`config.mk`:
```
export PLATFORM = sky130hd
export DESIGN_NAME = alu_status_handler
export DESIGN_NICKNAME = d
export VERILOG_FILES = /design/src/rtl/alu_status_handler.sv
export SDC_FILE = /design/constraint.sdc
export NUM_CORES = 1
export LEC_CHECK = 0
export CAP_MARGIN = 20
export CORE_UTILIZATION = 41
export DETAILED_ROUTE_END_ITERATION = 12
export GPL_TIMING_DRIVEN = 1
export PLACE_DENSITY = 0.8
export SYNTH_ARGS = -nofsm -noshare
export SYNTH_HDL_FRONTEND = slang
export SYNTH_SLANG_ARGS = --single-unit
```
`constraint.sdc`:
```
create_clock -name clk_i -period 2.32 [get_ports clk_i]
set_clock_uncertainty 0.1 [all_clocks]
set_input_delay 0.58 -clock clk_i [delete_from_list [all_inputs] [get_ports clk_i]]
set_output_delay 0.58 -clock clk_i [all_outputs]
set_load 0.1 [all_outputs]
```
`src/rtl/alu_status_handler.sv`:
```
// ALU status handler: tracks architectural Z/V/C/N flags and a saturating overflow counter,
// and raises a precise exception (cause + EPC) through a 4-phase req/ack handshake.
module alu_status_handler #(
  parameter int unsigned CNT_W      = 8,
  parameter logic [4:0]  CAUSE_OV   = 5'd12,
  parameter logic [4:0]  CAUSE_ADEL = 5'd4,
  parameter logic [4:0]  CAUSE_ADES = 5'd5,
  parameter logic [4:0]  CAUSE_DIVZ = 5'd15
) (
  input  logic             clk_i,
  input  logic             rst_ni,
  input  logic             status_valid_i,
  input  logic [7:0]       alu_status_i,
  input  logic             trap_ovf_en_i,
  input  logic             mem_access_i,
  input  logic             mem_write_i,
  input  logic             is_div_i,
  input  logic [31:0]      pc_i,
  input  logic             exc_ack_i,
  output logic             exc_req_o,
  output logic [4:0]       exc_cause_o,
  output logic [31:0]      epc_o,
  output logic [3:0]       flags_o,
  output logic [CNT_W-1:0] ovf_count_o,
  output logic             stall_o
);

  typedef enum logic [1:0] {StIdle, StPending, StRelease} state_e;

  state_e             state_q, state_d;
  logic               exc_req_q, exc_req_d;
  logic               stall_q, stall_d;
  logic [4:0]         cause_q, cause_d;
  logic [31:0]        epc_q, epc_d;
  logic [3:0]         flags_q, flags_d;
  logic [CNT_W-1:0]   cnt_q, cnt_d;

  logic addr_flt, divz_flt, ovf_flt, any_flt;
  logic [4:0] flt_cause;

  // Reserved status bits carry no meaning here.
  logic unused_rsvd;
  assign unused_rsvd = ^alu_status_i[1:0];

  // Fault qualification and priority: address > divide-by-zero > overflow.
  always_comb begin
    addr_flt  = alu_status_i[3] & mem_access_i;
    divz_flt  = alu_status_i[2] & is_div_i;
    ovf_flt   = alu_status_i[6] & trap_ovf_en_i;
    any_flt   = addr_flt | divz_flt | ovf_flt;
    flt_cause = CAUSE_OV;
    if (addr_flt) begin
      flt_cause = mem_write_i ? CAUSE_ADES : CAUSE_ADEL;
    end else if (divz_flt) begin
      flt_cause = CAUSE_DIVZ;
    end
  end

  // Next-state for handshake FSM and all registered outputs.
  always_comb begin
    state_d   = state_q;
    exc_req_d = exc_req_q;
    stall_d   = stall_q;
    cause_d   = cause_q;
    epc_d     = epc_q;
    flags_d   = flags_q;
    cnt_d     = cnt_q;
    unique case (state_q)
      StIdle: begin
        if (status_valid_i) begin
          // Overflow events are counted even when they trap.
          if (alu_status_i[6] && (cnt_q != {CNT_W{1'b1}})) begin
            cnt_d = cnt_q + CNT_W'(1);
          end
          if (any_flt) begin
            state_d   = StPending;
            exc_req_d = 1'b1;
            stall_d   = 1'b1;
            cause_d   = flt_cause;
            epc_d     = pc_i;
          end else begin
            flags_d = alu_status_i[7:4];
          end
        end
      end
      StPending: begin
        if (exc_ack_i) begin
          state_d   = StRelease;
          exc_req_d = 1'b0;
        end
      end
      StRelease: begin
        // Stay stalled until the ack drops, completing the 4-phase handshake.
        if (!exc_ack_i) begin
          state_d = StIdle;
          stall_d = 1'b0;
        end
      end
      default: begin
        state_d   = StIdle;
        exc_req_d = 1'b0;
        stall_d   = 1'b0;
      end
    endcase
  end

  // State and output registers with asynchronous abort on reset.
  always_ff @(posedge clk_i or negedge rst_ni) begin
    if (!rst_ni) begin
      state_q   <= StIdle;
      exc_req_q <= 1'b0;
      stall_q   <= 1'b0;
      cause_q   <= 5'd0;
      epc_q     <= 32'd0;
      flags_q   <= 4'd0;
      cnt_q     <= '0;
    end else begin
      state_q   <= state_d;
      exc_req_q <= exc_req_d;
      stall_q   <= stall_d;
      cause_q   <= cause_d;
      epc_q     <= epc_d;
      flags_q   <= flags_d;
      cnt_q     <= cnt_d;
    end
  end

  assign exc_req_o   = exc_req_q;
  assign stall_o     = stall_q;
  assign exc_cause_o = cause_q;
  assign epc_o       = epc_q;
  assign flags_o     = flags_q;
  assign ovf_count_o = cnt_q;

endmodule
```
Word-level counts from Yosys, hierarchy flattened:

Cells that the tools add are included.

* register bits after elaboration: 53
* output and inout bits: 51
* logic and storage cells: 45
* input port bits: 48

* equal/unequal tests: 7
* bitwise logic cells: 8
* add/sub/neg operators: 1
* muxes and demuxes: 14
* reductions and logical operators: 8

Operators by type and width (number)
* AND reduction 4 bit: 3
* two-way mux 2 bit: 5
* AND reduction 3 bit: 3
* adder 8 x 1 -> 8 bit, second input constant: 1
* inequality test 2 bit, second input constant: 4
* inequality test 8 bit, second input constant: 1
* case mux 1 bit (3 select lines): 2
* case mux 2 bit (3 select lines): 1
* two-way mux 1 bit: 5
* two-way mux 5 bit: 1
* AND 1 bit: 3
* NOT 1 bit: 3
* == test 2 x 1 -> 1 bit, second input constant: 1
* == test 2 bit, second input constant: 1
* zero test 2 bit: 1
* OR 1 bit: 2
* logical AND 1 bit: 1

Longest topological paths before layout:

Gate-level depths: netlist of the first run.

* depth in word-level cells: 6
* depth in mapped cells: 5
* depth with buffers taken out: 4

Worst setup path before layout of the first run:

Ideal clock, no wire load.

* path type: reg2reg
* from: reg cnt_q[0] (netlist: ovf_count_o[0])
* to: reg cnt_q[4] (netlist: ovf_count_o[4])
* stages on the path, launching flop included: 5
* data required time: 2.057 ns
* arrival: 1.920 ns
* period minus slack after synthesis: 2.183 ns
* buffers on the path: 0
* slack: 0.137 ns
* library setup time: 0.163 ns
* path through: dfrtp_1 ha_1 nand2_1 a2111oi_0 xor2_1

* word-level cells in the longest chain between the ends: 3
* elaborated cells on any way between the ends: 4
* those cells by class: 1 x add/sub; 1 x eq/ne; 2 x reduce/logical

RTL lines
* start, declared: line 36 `logic [CNT_W-1:0] cnt_q, cnt_d;`
* start signal, assigned: line 124 `cnt_q <= cnt_d;`
* parallel branches: the longest is 3 deep, another holds adder 8 x 1 -> 8 bit

Parallel ways; which one is timed is not known.
A chain may end at the register's enable or synchronous reset.

Worst setup path in the final report of the first run:

* from: in status_valid_i
* to: reg epc_q[17] (netlist: epc_o[17])

* word-level cells in the longest chain between the ends: 1

RTL lines
* start, declared: line 12 `input logic status_valid_i,`
* AND reduction 3 bit (no source line)
* end signal, assigned: line 122 `epc_q <= epc_d;`
* end, declared: line 34 `logic [31:0] epc_q, epc_d;`

Every way passes these cells.

==> results of run 1 <==
-- routing by layer --
layer  up-vias  global-route usage [%]  part of all wire (%)
met5         -                       0                     0
met4         0                    7.76                   1.7
met3         7                    3.52                   4.6
met2        52                    30.6                    54
met1       773                    19.6                    40
li1        729                       -                     -
-- flip-flops by register name (all words and copies together) (netlist names) --
register and count:
exc_cause_o 4, ovf_count_o 8, state_q 2, flags_o 4, epc_o 32, exc_req_o 1
stall_o 1
-- layout by cell type, fill, tap and decap left out, types with 2 or more instances in the layout --
cell type / count
nand3_1: 3
clkbuf_8: 5
xnor2_1: 3
nor2_1: 4
a21o_2: 4
mux2_2: 32
dfrtp_1: 52
and3_1: 2
xor2_1: 3
a211oi_1: 2
a31oi_1: 2
clkdlybuf4s50_1: 44
buf_4: 56
mux2_4: 5
o21ai_0: 2
inv_1: 3
buf_12: 3
a2111oi_0: 2
o2bb2ai_1: 2
nand2_1: 5
-- area by class of cell --
cell class / count / area (um^2) / area share (%)
clock inverters: 1 / 5.00 / 0.157
repair buffers: 104 / 926 / 29.1
clock buffers: 6 / 72.6 / 2.28
inverters: 3 / 11.3 / 0.354
multi-input cells: 85 / 778 / 24.5
well taps: 67 / 83.8 / 2.64
flip-flops and latches: 52 / 1300 / 40.9
-- worst max-delay path, cell delays in order --
cell and delay, ns:
clkdlybuf4s50_1 0.47, or3b_1 0.41, nor2_4 0.21, buf_12 0.19, mux2_2 0.34
-- path summary, 6_finish.rpt --
| kind | end | slack [ns] | cells past startpoint |
|---|---|---|---|
| setup / recovery | epc_o[17] | 0.20 | 5 |
| hold / removal | exc_cause_o[2] | 0.1 | 1 |
| setup reg to reg | epc_o[17] | 0.46 | 4 |
| hold reg to reg | exc_cause_o[2] | 0.38 | 1 |
| max in group asynchronous | ovf_count_o[7] | 1.50 | 2 |
| min in group clk_i | exc_cause_o[2] | 0.38 | 1 |
-- cells by family (layout without fill, tap and decap cells) --
logic type	after synthesis	in the layout	share of synthesized area (%)
AOI/OAI and AO/OA	17	17	6.30
xor gates and xnor gates	6	6	2.45
adders and majority gates	1	1	0.583
buffers and inverters	8	114	3.03
DFF	52	52	60.7
muxes	38	38	20.8
other	1	1	0.175
and+or+nand+nor	22	22	6.01
-- stage by stage --
step	instance area (um^2)	std cells	hold slack, ns
finish	3180	318	0.100
floorplan	2140	145	0.184
global route	3180	318	0.121
global placement	3100	311	0.356
CTS	3180	318	0.105
detailed placement	3100	311	0.358
==> impl_metrics.ini, run 1 <==
[global_routing]
grt_pass1_vias = 1563
grt.overflow.total = 0
grt_use_total_pct = 17.1
antenna_found_initial = 0
grt_pass1_wl_um = 7070
grt_max_degree = 36

[floorplanning]
dieArea_um2 = 5520
core_um2 = 4880
die_h_um = 74.3
ios = 99
start_util_pct = 43.9
rows = 25
die_w_um = 74.3

[place]
dp_hpwl_um = 3450
gp_congestion = 0.771
port_buffers = 95
place_ws_ns = -0.116

[worst_setup_path]
crit_start = status_valid_i
crit_type = in2reg
worstPathArrival_ns = 2.20
start_kind = primary input
cp_max_fo = 19
cp.required_ns = 2.40
endpoint_kind = flop
r2r_start = state_q[0]

[logic_synthesis]
synth_common_cells = dfrtp_1, mux2_2, mux2_4, nand2_1
yosys-top-cells-area = dfrtp_1, mux2_2, mux2_4, a21o_2, buf_8
synthArstFlopShare_pct = 100
yosys.area.top_type_share_pct = 60.7
synthesis.nets = 194
synth.cell_area_um2 = 2140
synth_most_common_cell = dfrtp_1
synth_ff_type = dfrtp_1
synth.yosys.warnings = 0
yosysUniqueCellTypes = 34
synth_seq_cells = 52
seq_area_frac_synth_pct = 60.7
synthCells = 145
syn_avg_cell_area_um2 = 14.8
synth_edf_count = 0
synth_top_area_cell = dfrtp_1

[clocking]
htree_levels = 2
holdBufCountCts = 0
clock_sinks = 52
numCtsBuffers = 5
post_cts_resized = 0
cts_root_buf = clkbuf_8
post_cts.repair.setup_buffers = 0
insertion_delay_ns = 0.29
path_clk_slew_ns = 0.08
cts_tree = built
cts_max_path_buffers = 2

[timing]
min_period_ns = 2.12
post-route-period-util_pct = 91.5
max-slew-margin-rel_pct = 61.6
hold_viol = 0
max_slew.worst_pin.slew_ns = 0.561
layout_setup_ws_ns = 0.198
finalSetupTns_ns = 0
drv_slew = 0
clock.fmax_mhz = 471
rsz0062_at_grt = false
setup_viol_count_final = 0

[routing]
drtAntennaViolNets = 0
initialDrtViolationCount = 74
route.detailed.drc = 0
dr_total_vias = 1561
routed_wl_um = 4470
routed_via_density = 4.91
wl_per_cell_um = 14.0
firstDrtPassIters = 4

[cells_and_area]
final_util_pct = 65.1
drive_gt1_share_pct = 43.8
fillerInstances = 406
fin_nets = 300
num_antenna_cells = 0
synthToLayoutAreaGrowth_pct = 48.2

[worst_hold_path]
worstHoldPathType = in2async

[run_status]
status = completed

[job]
cap_violations = 0
Power of run 1 is not shown: default switching activity piles up to over one toggle a cycle in this logic, so the estimate is an artifact.
==> run 2: changes to the inputs <==
--- a/config.mk
+++ b/config.mk
@@ -7,8 +7,8 @@
 export LEC_CHECK = 0
 export CAP_MARGIN = 20
-export CORE_UTILIZATION = 41
+export CORE_UTILIZATION = 44
 export DETAILED_ROUTE_END_ITERATION = 12
 export GPL_TIMING_DRIVEN = 1
-export PLACE_DENSITY = 0.8
+export PLACE_DENSITY = 0.85
 export SYNTH_ARGS = -nofsm -noshare
 export SYNTH_HDL_FRONTEND = slang
==> constraint.sdc (replaced) <==
create_clock -name clk_i -period 2.5 [get_ports clk_i]
set_clock_uncertainty 0.1 [all_clocks]
set_input_delay 0.5 -clock clk_i [delete_from_list [all_inputs] [get_ports clk_i]]
set_output_delay 0.5 -clock clk_i [all_outputs]
set_load 0.1 [all_outputs]
==> run 2 against run 1 <==
  * Hold slack improved by 0.10 ns
  * First-iteration DRC count fell by 26%
  * Critical path depth stayed put
  * Die area is 6.6% lower
  * Sequential cell count is the same
  * Wire length fell by 1.0%
  * Core utilization rose by 1.1 points
  * Final area shrank 2.2%
  * Critical path type unchanged
==> impl_metrics.ini, run 2 (synthesis gave the netlist of run 1 again) <==
[run_status]
status = completed

[routing]
routed_wl_um = 4420
route.detailed.drc = 0
firstDrtPassIters = 4
wl_per_cell_um = 14.7
dr_total_vias = 1509
initialDrtViolationCount = 55
drtAntennaViolNets = 0
routed_via_density = 5.01

[clocking]
htree_levels = 2
post_cts_resized = 0
numCtsBuffers = 5
insertion_delay_ns = 0.29
cts_root_buf = clkbuf_8
holdBufCountCts = 0
post_cts.repair.setup_buffers = 0
cts_max_path_buffers = 2
cts_tree = built
path_clk_slew_ns = 0.08
clock_sinks = 52

[timing]
setup_viol_count_final = 0
min_period_ns = 2.09
drv_slew = 0
clock.fmax_mhz = 479
post-route-period-util_pct = 83.6
max_slew.worst_pin.slew_ns = 0.623
finalSetupTns_ns = 0
rsz0062_at_grt = false
hold_viol = 0
max-slew-margin-rel_pct = 58.4
holdWs_ns = 0.200
layout_setup_ws_ns = 0.411

[worst_setup_path]
cp.required_ns = 2.58
crit_type = in2reg
reg2reg_slack_ns = 0.62
cp_max_fo = 13
endpoint_kind = flop
worstPathArrival_ns = 2.17
start_kind = primary input

[global_routing]
grt_max_degree = 53
antenna_found_initial = 0
grt.overflow.total = 0
grt_pass1_wl_um = 7090
grt_pass1_vias = 1497
grt_use_total_pct = 18.2

[cells_and_area]
drive_gt1_share_pct = 42.9
largest_reg_flops = 32
fin_nets = 296
synthToLayoutAreaGrowth_pct = 44.9
layout.cells.most_common = buf_4
num_antenna_cells = 0
final_cell_mix = buf_4, dfrtp_1, clkdlybuf4s50_1

[place]
gp_congestion = 0.760
dp_hpwl_um = 3390
port_buffers = 95
place_ws_ns = 0.103

[floorplanning]
start_util_pct = 45.7
rows = 25
dieArea_um2 = 5160
ios = 99
die_w_um = 71.8
core_um2 = 4690
die_h_um = 71.8

[worst_hold_path]
worstHoldPathType = in2async

[job]
cap_violations = 0
## run 2: cell count changes in the layout (fill, tap and decap cells not counted), sizes merged
cell  previous run  this run
buf             60        56
## run 2: stage by stage
| stage | cell area (um^2) | std cells | utilization (%) |
|---|---|---|---|
| global placement | 3030 | 294 | 64.6 |
| global route | 3110 | 301 | 66.2 |
| CTS | 3110 | 301 | 66.2 |
| floorplan | 2140 | 145 | - |
| detailed placement | 3030 | 294 | 64.6 |
| finish | 3110 | 301 | 66.2 |
## run 2: final timing paths
path | to | startpoint | cells after the start
worst max-delay path | epc_o[1] | status_valid_i | 5
worst min-delay path | exc_cause_o[3] | rst_ni | 2
worst max register to register | epc_o[1] | state_q[0] | 4
worst min register to register | stall_o | stall_o | 1
max in group asynchronous | epc_o[3] | rst_ni | 2
min in group clk_i | stall_o | stall_o | 1
## run 2: final cells by class
class                      count  area (um^2)
timing repair buffer         100          871
inverter                       3         11.3
fill                         364         1590
clock inverter                 1         5.00
tap                           54         67.6
sequential                    52         1300
clock buffer                   6         72.6
multi-input combinational     85          778
## run 2: per-layer routing
layer	vias up	track usage, %	routed length [um]
met1	729	22.0	1730
li1	719	-	-
met3	8	4.64	189
met5	-	0	0
met2	53	30.8	2400
met4	0	7.84	97
## run 2: worst max-delay path, stage by stage
cell             delay (ns)
clkdlybuf4s50_1        0.50
or3b_1                 0.41
nor2_4                 0.17
buf_4                  0.24
mux2_2                 0.36
Power of run 2 is left out for the same reason.
